File: src/rtl/traffic_light_pkg.sv
// Shared types, default phase windows and the legal phase-order rule for the
// traffic-light controller and its monitor.
package traffic_light_pkg;

  typedef enum logic [1:0] {
    PH_UNKNOWN = 2'd0,
    PH_RED     = 2'd1,
    PH_GREEN   = 2'd2,
    PH_YELLOW  = 2'd3
  } phase_t;

  localparam int unsigned CntWDef      = 16;
  localparam int unsigned RedMinDef    = 10;
  localparam int unsigned RedMaxDef    = 12;
  localparam int unsigned GreenMinDef  = 8;
  localparam int unsigned GreenMaxDef  = 10;
  localparam int unsigned YellowMinDef = 2;
  localparam int unsigned YellowMaxDef = 4;

  function automatic logic legal_next(phase_t cur, phase_t nxt);
    return ((cur == PH_RED)    && (nxt == PH_GREEN))  ||
           ((cur == PH_GREEN)  && (nxt == PH_YELLOW)) ||
           ((cur == PH_YELLOW) && (nxt == PH_RED));
  endfunction

endpackage

File: src/rtl/traffic_phase_timer.sv
// Saturating phase-duration counter with MIN/MAX window compare against the
// window of the phase currently being timed.
module traffic_phase_timer #(
  parameter int unsigned CNT_W = 16
) (
  input  logic             clk,
  input  logic             reset,
  input  logic             clear,
  input  logic             start,
  input  logic             incr,
  input  logic [CNT_W-1:0] win_min,
  input  logic [CNT_W-1:0] win_max,
  output logic [CNT_W-1:0] count,
  output logic             under_min,
  output logic             overrun_next
);

  localparam logic [CNT_W-1:0] CntSat = '1;

  logic [CNT_W-1:0] count_q, count_d;

  always_comb begin
    count_d = count_q;
    if (clear) begin
      count_d = '0;
    end else if (start) begin
      count_d = CNT_W'(1);
    end else if (incr && (count_q != CntSat)) begin
      count_d = count_q + 1'b1;
    end
  end

  always_ff @(posedge clk) begin
    if (reset) begin
      count_q <= '0;
    end else begin
      count_q <= count_d;
    end
  end

  assign count        = count_q;
  assign under_min    = (count_q < win_min);
  // The next increment lands exactly on MAX+1; a saturated counter never re-fires.
  assign overrun_next = (count_q == win_max) && (count_q != CntSat);

endmodule

File: src/rtl/traffic_light_monitor.sv
// In-system checker for the traffic-light lamp interface: decodes the phase,
// times each phase and flags illegal encodings, bad ordering and bad durations.
module traffic_light_monitor import traffic_light_pkg::*; #(
  parameter int unsigned CNT_W      = CntWDef,
  parameter int unsigned RED_MIN    = RedMinDef,
  parameter int unsigned RED_MAX    = RedMaxDef,
  parameter int unsigned GREEN_MIN  = GreenMinDef,
  parameter int unsigned GREEN_MAX  = GreenMaxDef,
  parameter int unsigned YELLOW_MIN = YellowMinDef,
  parameter int unsigned YELLOW_MAX = YellowMaxDef
) (
  input  logic             clk,
  input  logic             reset,
  input  logic             red,
  input  logic             yellow,
  input  logic             green,
  output logic [1:0]       phase,
  output logic             phase_done,
  output logic [CNT_W-1:0] phase_len,
  output logic             err_illegal,
  output logic             err_sequence,
  output logic             err_timing,
  output logic             err_sticky,
  output logic [7:0]       err_count
);

  logic             red_q, yellow_q, green_q, lamp_vld_q;
  phase_t           phase_q, phase_d;
  logic             first_q, first_d;
  logic             done_q, done_d;
  logic [CNT_W-1:0] len_q, len_d;
  logic             ill_q, ill_d, seq_q, seq_d, tim_q, tim_d;
  logic             sticky_q, sticky_d;
  logic [7:0]       count_q, count_d;

  phase_t           lamp_phase;
  logic             lamp_legal;
  logic [CNT_W-1:0] win_min, win_max, t_count;
  logic             t_clear, t_start, t_incr, t_under, t_overrun;
  logic             any_err;

  always_comb begin
    lamp_phase = PH_UNKNOWN;
    lamp_legal = 1'b1;
    case ({red_q, green_q, yellow_q})
      3'b100:  lamp_phase = PH_RED;
      3'b010:  lamp_phase = PH_GREEN;
      3'b001:  lamp_phase = PH_YELLOW;
      default: lamp_legal = 1'b0;
    endcase
  end

  always_comb begin
    win_min = '0;
    win_max = '0;
    case (phase_q)
      PH_RED:    begin win_min = CNT_W'(RED_MIN);    win_max = CNT_W'(RED_MAX);    end
      PH_GREEN:  begin win_min = CNT_W'(GREEN_MIN);  win_max = CNT_W'(GREEN_MAX);  end
      PH_YELLOW: begin win_min = CNT_W'(YELLOW_MIN); win_max = CNT_W'(YELLOW_MAX); end
      default:   ;
    endcase
  end

  traffic_phase_timer #(
    .CNT_W(CNT_W)
  ) u_timer (
    .clk         (clk),
    .reset       (reset),
    .clear       (t_clear),
    .start       (t_start),
    .incr        (t_incr),
    .win_min     (win_min),
    .win_max     (win_max),
    .count       (t_count),
    .under_min   (t_under),
    .overrun_next(t_overrun)
  );

  always_comb begin
    phase_d = phase_q;
    first_d = first_q;
    done_d  = 1'b0;
    len_d   = len_q;
    ill_d   = 1'b0;
    seq_d   = 1'b0;
    tim_d   = 1'b0;
    t_clear = 1'b0;
    t_start = 1'b0;
    t_incr  = 1'b0;
    // The lamp register holds no real sample for the first cycle after reset.
    if (lamp_vld_q) begin
      if (!lamp_legal) begin
        ill_d   = 1'b1;
        phase_d = PH_UNKNOWN;
        t_clear = 1'b1;
      end else if (phase_q == PH_UNKNOWN) begin
        phase_d = lamp_phase;
        first_d = 1'b1;
        t_start = 1'b1;
      end else if (lamp_phase == phase_q) begin
        t_incr = 1'b1;
        tim_d  = !first_q && t_overrun;
      end else begin
        done_d  = 1'b1;
        len_d   = t_count;
        phase_d = lamp_phase;
        first_d = 1'b0;
        t_start = 1'b1;
        if (!legal_next(phase_q, lamp_phase)) begin
          seq_d = 1'b1;
        end else begin
          tim_d = !first_q && t_under;
        end
      end
    end
    any_err  = ill_d | seq_d | tim_d;
    sticky_d = sticky_q | any_err;
    count_d  = (any_err && (count_q != 8'hff)) ? count_q + 8'd1 : count_q;
  end

  always_ff @(posedge clk) begin
    if (reset) begin
      red_q      <= 1'b0;
      yellow_q   <= 1'b0;
      green_q    <= 1'b0;
      lamp_vld_q <= 1'b0;
      phase_q    <= PH_UNKNOWN;
      first_q    <= 1'b1;
      done_q     <= 1'b0;
      len_q      <= '0;
      ill_q      <= 1'b0;
      seq_q      <= 1'b0;
      tim_q      <= 1'b0;
      sticky_q   <= 1'b0;
      count_q    <= '0;
    end else begin
      red_q      <= red;
      yellow_q   <= yellow;
      green_q    <= green;
      lamp_vld_q <= 1'b1;
      phase_q    <= phase_d;
      first_q    <= first_d;
      done_q     <= done_d;
      len_q      <= len_d;
      ill_q      <= ill_d;
      seq_q      <= seq_d;
      tim_q      <= tim_d;
      sticky_q   <= sticky_d;
      count_q    <= count_d;
    end
  end

  assign phase        = phase_q;
  assign phase_done   = done_q;
  assign phase_len    = len_q;
  assign err_illegal  = ill_q;
  assign err_sequence = seq_q;
  assign err_timing   = tim_q;
  assign err_sticky   = sticky_q;
  assign err_count    = count_q;

endmodule

File: config.mk
export PLATFORM = sky130hd
export DESIGN_NAME = traffic_light_monitor
export DESIGN_NICKNAME = d
export VERILOG_FILES = /design/src/rtl/traffic_light_pkg.sv /design/src/rtl/traffic_phase_timer.sv /design/src/rtl/traffic_light_monitor.sv
export SDC_FILE = /design/constraint.sdc
export NUM_CORES = 1
export LEC_CHECK = 0
export CAP_MARGIN = 20
export CORE_UTILIZATION = 54
export CTS_BUF_LIST = sky130_fd_sc_hd__clkbuf_16
export DETAILED_ROUTE_END_ITERATION = 10
export MAX_ROUTING_LAYER = met4
export PLACE_DENSITY = 0.77
export SKIP_LAST_GASP = 1
export SYNTH_ARGS = -nofsm -noshare
export SYNTH_HDL_FRONTEND = slang
export SYNTH_SLANG_ARGS = --single-unit
File: constraint.sdc
create_clock -name clk -period 2.95 [get_ports clk]
set_input_delay 0.4425 -clock clk [delete_from_list [all_inputs] [get_ports clk]]
set_output_delay 0.4425 -clock clk [all_outputs]
set_load 0.05 [all_outputs]
==> results.md <==
- First drt pass iteration count: 4
- Required time of the worst setup path: about 3.1 ns
- Distinct cell type count after synthesis: 50
- Final Skew: 0.00443 ns
- GPL Wtd Cong: 0.853
- TritonCTS clock tree: built
- Share of the synthesized area in the top cell type: 0.415
- Part of the cycle the worst path needs: 0.919
- CP max FO: 11
- Largest net degree at the start of global routing: 32
- Synth Register Bits: 52
- R2R Setup Slk: 0.24 ns
- DR WL met3: 164 um
- Met1 wire length: approximately 2.5 mm
- Initial cell density of the core: 0.568
- Max Slew Vio Count: 0
- Syn Std Cell Area: about 2500 sq um
- Routed via count: roughly 2100
- Status: complete, no violations
- PwrDens: 484 nW/um^2
- Initial antenna violation count: 0
- Max IR drop VDD: ~0.32 mV
- Highest layer used for signal routing: met4
- Routed wire length per instance: between 10 and 15 um
- Final Net Count: 332
- Area post-placement: between 2000 and 3000 sq um
- Synth Net Count: 295
- XOR/XNOR Fraction of Synth Area: 0.0594
- Final setup vio count: 0
- Main combinational cell family by area after synthesis: simple AND/OR/NAND/NOR gates
- Maximum root-to-sink buffer count: 2
- Post-synthesis sequential area ratio: 0.415
- Ys flop type: dfxtp_1
- Critical Path Source Type: flip-flop
- Comb pwr share: 0.129
- Slew @ Worst Pin: roughly 0.54 ns
- Synth area leader: dfxtp_1
- First-pass GRT wire length: 8.84 mm
- Core area: 4410 sq um
- Layout cells sized above 1: 0.0752
- Final Cell Area: 3050 sq um
- Routed wl met2: 2.52 mm
- Post-CTS Setup Inserts: 0
- Post-synthesis mux area share: 0.0679
- Avg Cell Area, Syn: 8.89 sq um
- N_diodes: 0
- Relative slew slack: 0.632
- Num rows: 24
- CTS Buf Count: 5
- Final routed DRC violation total: 0
- Layout area overhead: 21.9%
- Hold crit path type: flip-flop to flip-flop
- Setup TNS: 0 ns
- Cells after Synth: 282
- H-tree depth: 2
- Die ar.: approximately 5000 sq um
- Clock Pin Slew Worst Setup and Hold Paths: 0.06 ns
- Adder-cell share of the synthesized area: 0.0399
- Port Buffers: 35
- Flop pwr share: 0.496
- P_sw: 0.378 mW
- Sinks on Clock Net: 52
- Clk_lat worst skew: 0.29 ns
- Avg Vias per Cell: 5.74
- DIE HEIGHT: 70.1 um
- Synth Area in Compound Gates: 0.113
- Crit Path Class: flip-flop to flip-flop
- Hpwl dp: 3.66 mm
- Overall Global Routing Usage: 0.228
- Largest cells by area after synthesis: dfxtp_1, mux2i_1, nor2_1
- Worst Setup End Kind: flip-flop
- Sw Share: 0.256
- LEAKAGE: between 1 and 1.5 nW
- Yosys Warn Count: 0
- Final wirelength: around 5.3 mm
- GRT overflow: 0
- Final min period: 2.71 ns
- Root Buffer: clkbuf_16
- Worst EP arrival: 2.87 ns
- Io pins: 36
- Hold Buf Count CTS: 0
- # resized after CTS: 0
- Max Cap Violations: 0
- Clock Power Share: 0.375
- DR iter-0 viols: 115
- Final Hold Vio Count: 0
- RSZ-0062 raised after global routing: no
- Synth Area in Simple Gates: 0.260
- Number of synthesized flops with an enable pin: 0
- Number of global-route vias before repair: 1938
- Fmax: 369 MHz
- Number of nets with antenna violations after routing: 0
- Util after Layout: 0.692
- Int Pwr: 1.10 mW
- Die X: about 70 um
- Ys async rst share: 0
## layout by cell type, fill, tap and decap left out, types with 2 or more instances in the layout
cell type         n
clkbuf_16         5
inv_1            10
nor4_1            4
nor2b_1           4
and4_1            3
buf_4             9
and3_1            6
and2_1            2
or4_1             3
xnor2_1          10
a21oi_1          13
ha_1              8
o21a_1            2
or3_1             5
nand3_1          13
nor3_1            6
o31ai_1           3
xor2_1            7
nand4_1           2
mux2i_1          17
dfxtp_1          52
nor2_1           43
clkdlybuf4s50_1  35
o21ai_0          13
nor3_2            2
nor4bb_1          3
o21ai_1           2
nand2_1          13
or3b_1            2
## cell usage after synthesis, types with 7 or more instances
| library cell | instances |
|---|---|
| xor2_1 | 7 |
| clkbuf_1 | 7 |
| ha_1 | 8 |
| nand2_1 | 13 |
| o21ai_0 | 13 |
| mux2i_1 | 17 |
| inv_1 | 10 |
| xnor2_1 | 10 |
| nand3_1 | 13 |
| nor2_1 | 43 |
| a21oi_1 | 13 |
| dfxtp_1 | 52 |
## metrics by stage
| stage | hold WS [ns] | setup slack, ns | instances | power [mW] |
|---|---|---|---|---|
| after floorplan | 0.440 | 0.127 | 282 | 0.879 |
| after global placement | 0.466 | 0.279 | 364 | 0.935 |
| after detailed placement | 0.474 | 0.242 | 364 | 0.937 |
| after CTS | 0.487 | 0.234 | 371 | 1.48 |
| after global routing | 0.515 | 0.0322 | 371 | 1.53 |
| final | 0.485 | 0.240 | 371 | 1.48 |
## flip-flops by register name (all words and copies together), names as in the netlist
signal / count
err_count: 8
green_q: 1
phase_len: 16
err_illegal: 1
err_sticky: 1
yellow_q: 1
err_sequence: 1
red_q: 1
u_timer.count: 16
phase: 2
lamp_vld_q: 1
phase_done: 1
err_timing: 1
first_q: 1
## power groups by stage
| stage | Combinational [mW] | Sequential (mW) | Clock [mW] |
|---|---|---|---|
| after global placement | 0.187 | 0.748 | 0 |
| after global routing | 0.208 | 0.734 | 0.585 |
| final | 0.191 | 0.732 | 0.555 |
| after floorplan | 0.105 | 0.774 | 0 |
| after detailed placement | 0.189 | 0.748 | 0 |
| after CTS | 0.191 | 0.732 | 0.557 |
## kinds of logic (layout without fill, tap and decap cells)
kind of cell,count (synthesis),count (layout)
and+or+nand+nor,120,120
DFF,52,52
AOI/OAI and AO/OA,44,44
buffers and inverters,24,61
xor gates and xnor gates,17,17
muxes,17,17
adders and majority gates,8,8
## final cells by class
| type | instances | area [sq um] |
|---|---|---|
| Timing Repair Buffer | 44 | 418 |
| Inverter | 10 | 37.5 |
| Tap cell | 52 | 65.1 |
| Sequential cell | 52 | 1040 |
| Clock inverter | 2 | 12.5 |
| Fill cell | 359 | 1360 |
| Multi-Input combinational cell | 206 | 1360 |
| Clock buffer | 5 | 125 |
## worst paths after layout
check,end,from,depth (start not counted)
setup / recovery,u_timer.count[13]$_SDFFE_PP0P_,green_q$_SDFF_PP0_,7
hold / removal,err_sticky$_SDFF_PP0_,err_sticky$_SDFF_PP0_,2
setup reg to reg,u_timer.count[13]$_SDFFE_PP0P_,green_q$_SDFF_PP0_,7
hold reg to reg,err_sticky$_SDFF_PP0_,err_sticky$_SDFF_PP0_,2
## critical path: stages, from the launching register on
cell      delay (ns)
dfxtp_1         0.50
or4bb_1         0.53
a31oi_2         0.26
o21bai_2        0.15
or4_1           0.73
nor4_4          0.22
xnor2_1         0.14
nor2_1          0.05
## per-layer routing
metal	vias to the layer above	GRT usage
met3	9	0.0447
met5	-	-
met1	1025	0.286
li1	1062	-
met2	33	0.368
met4	0	0.0756
(Power assumes the default switching activity.)
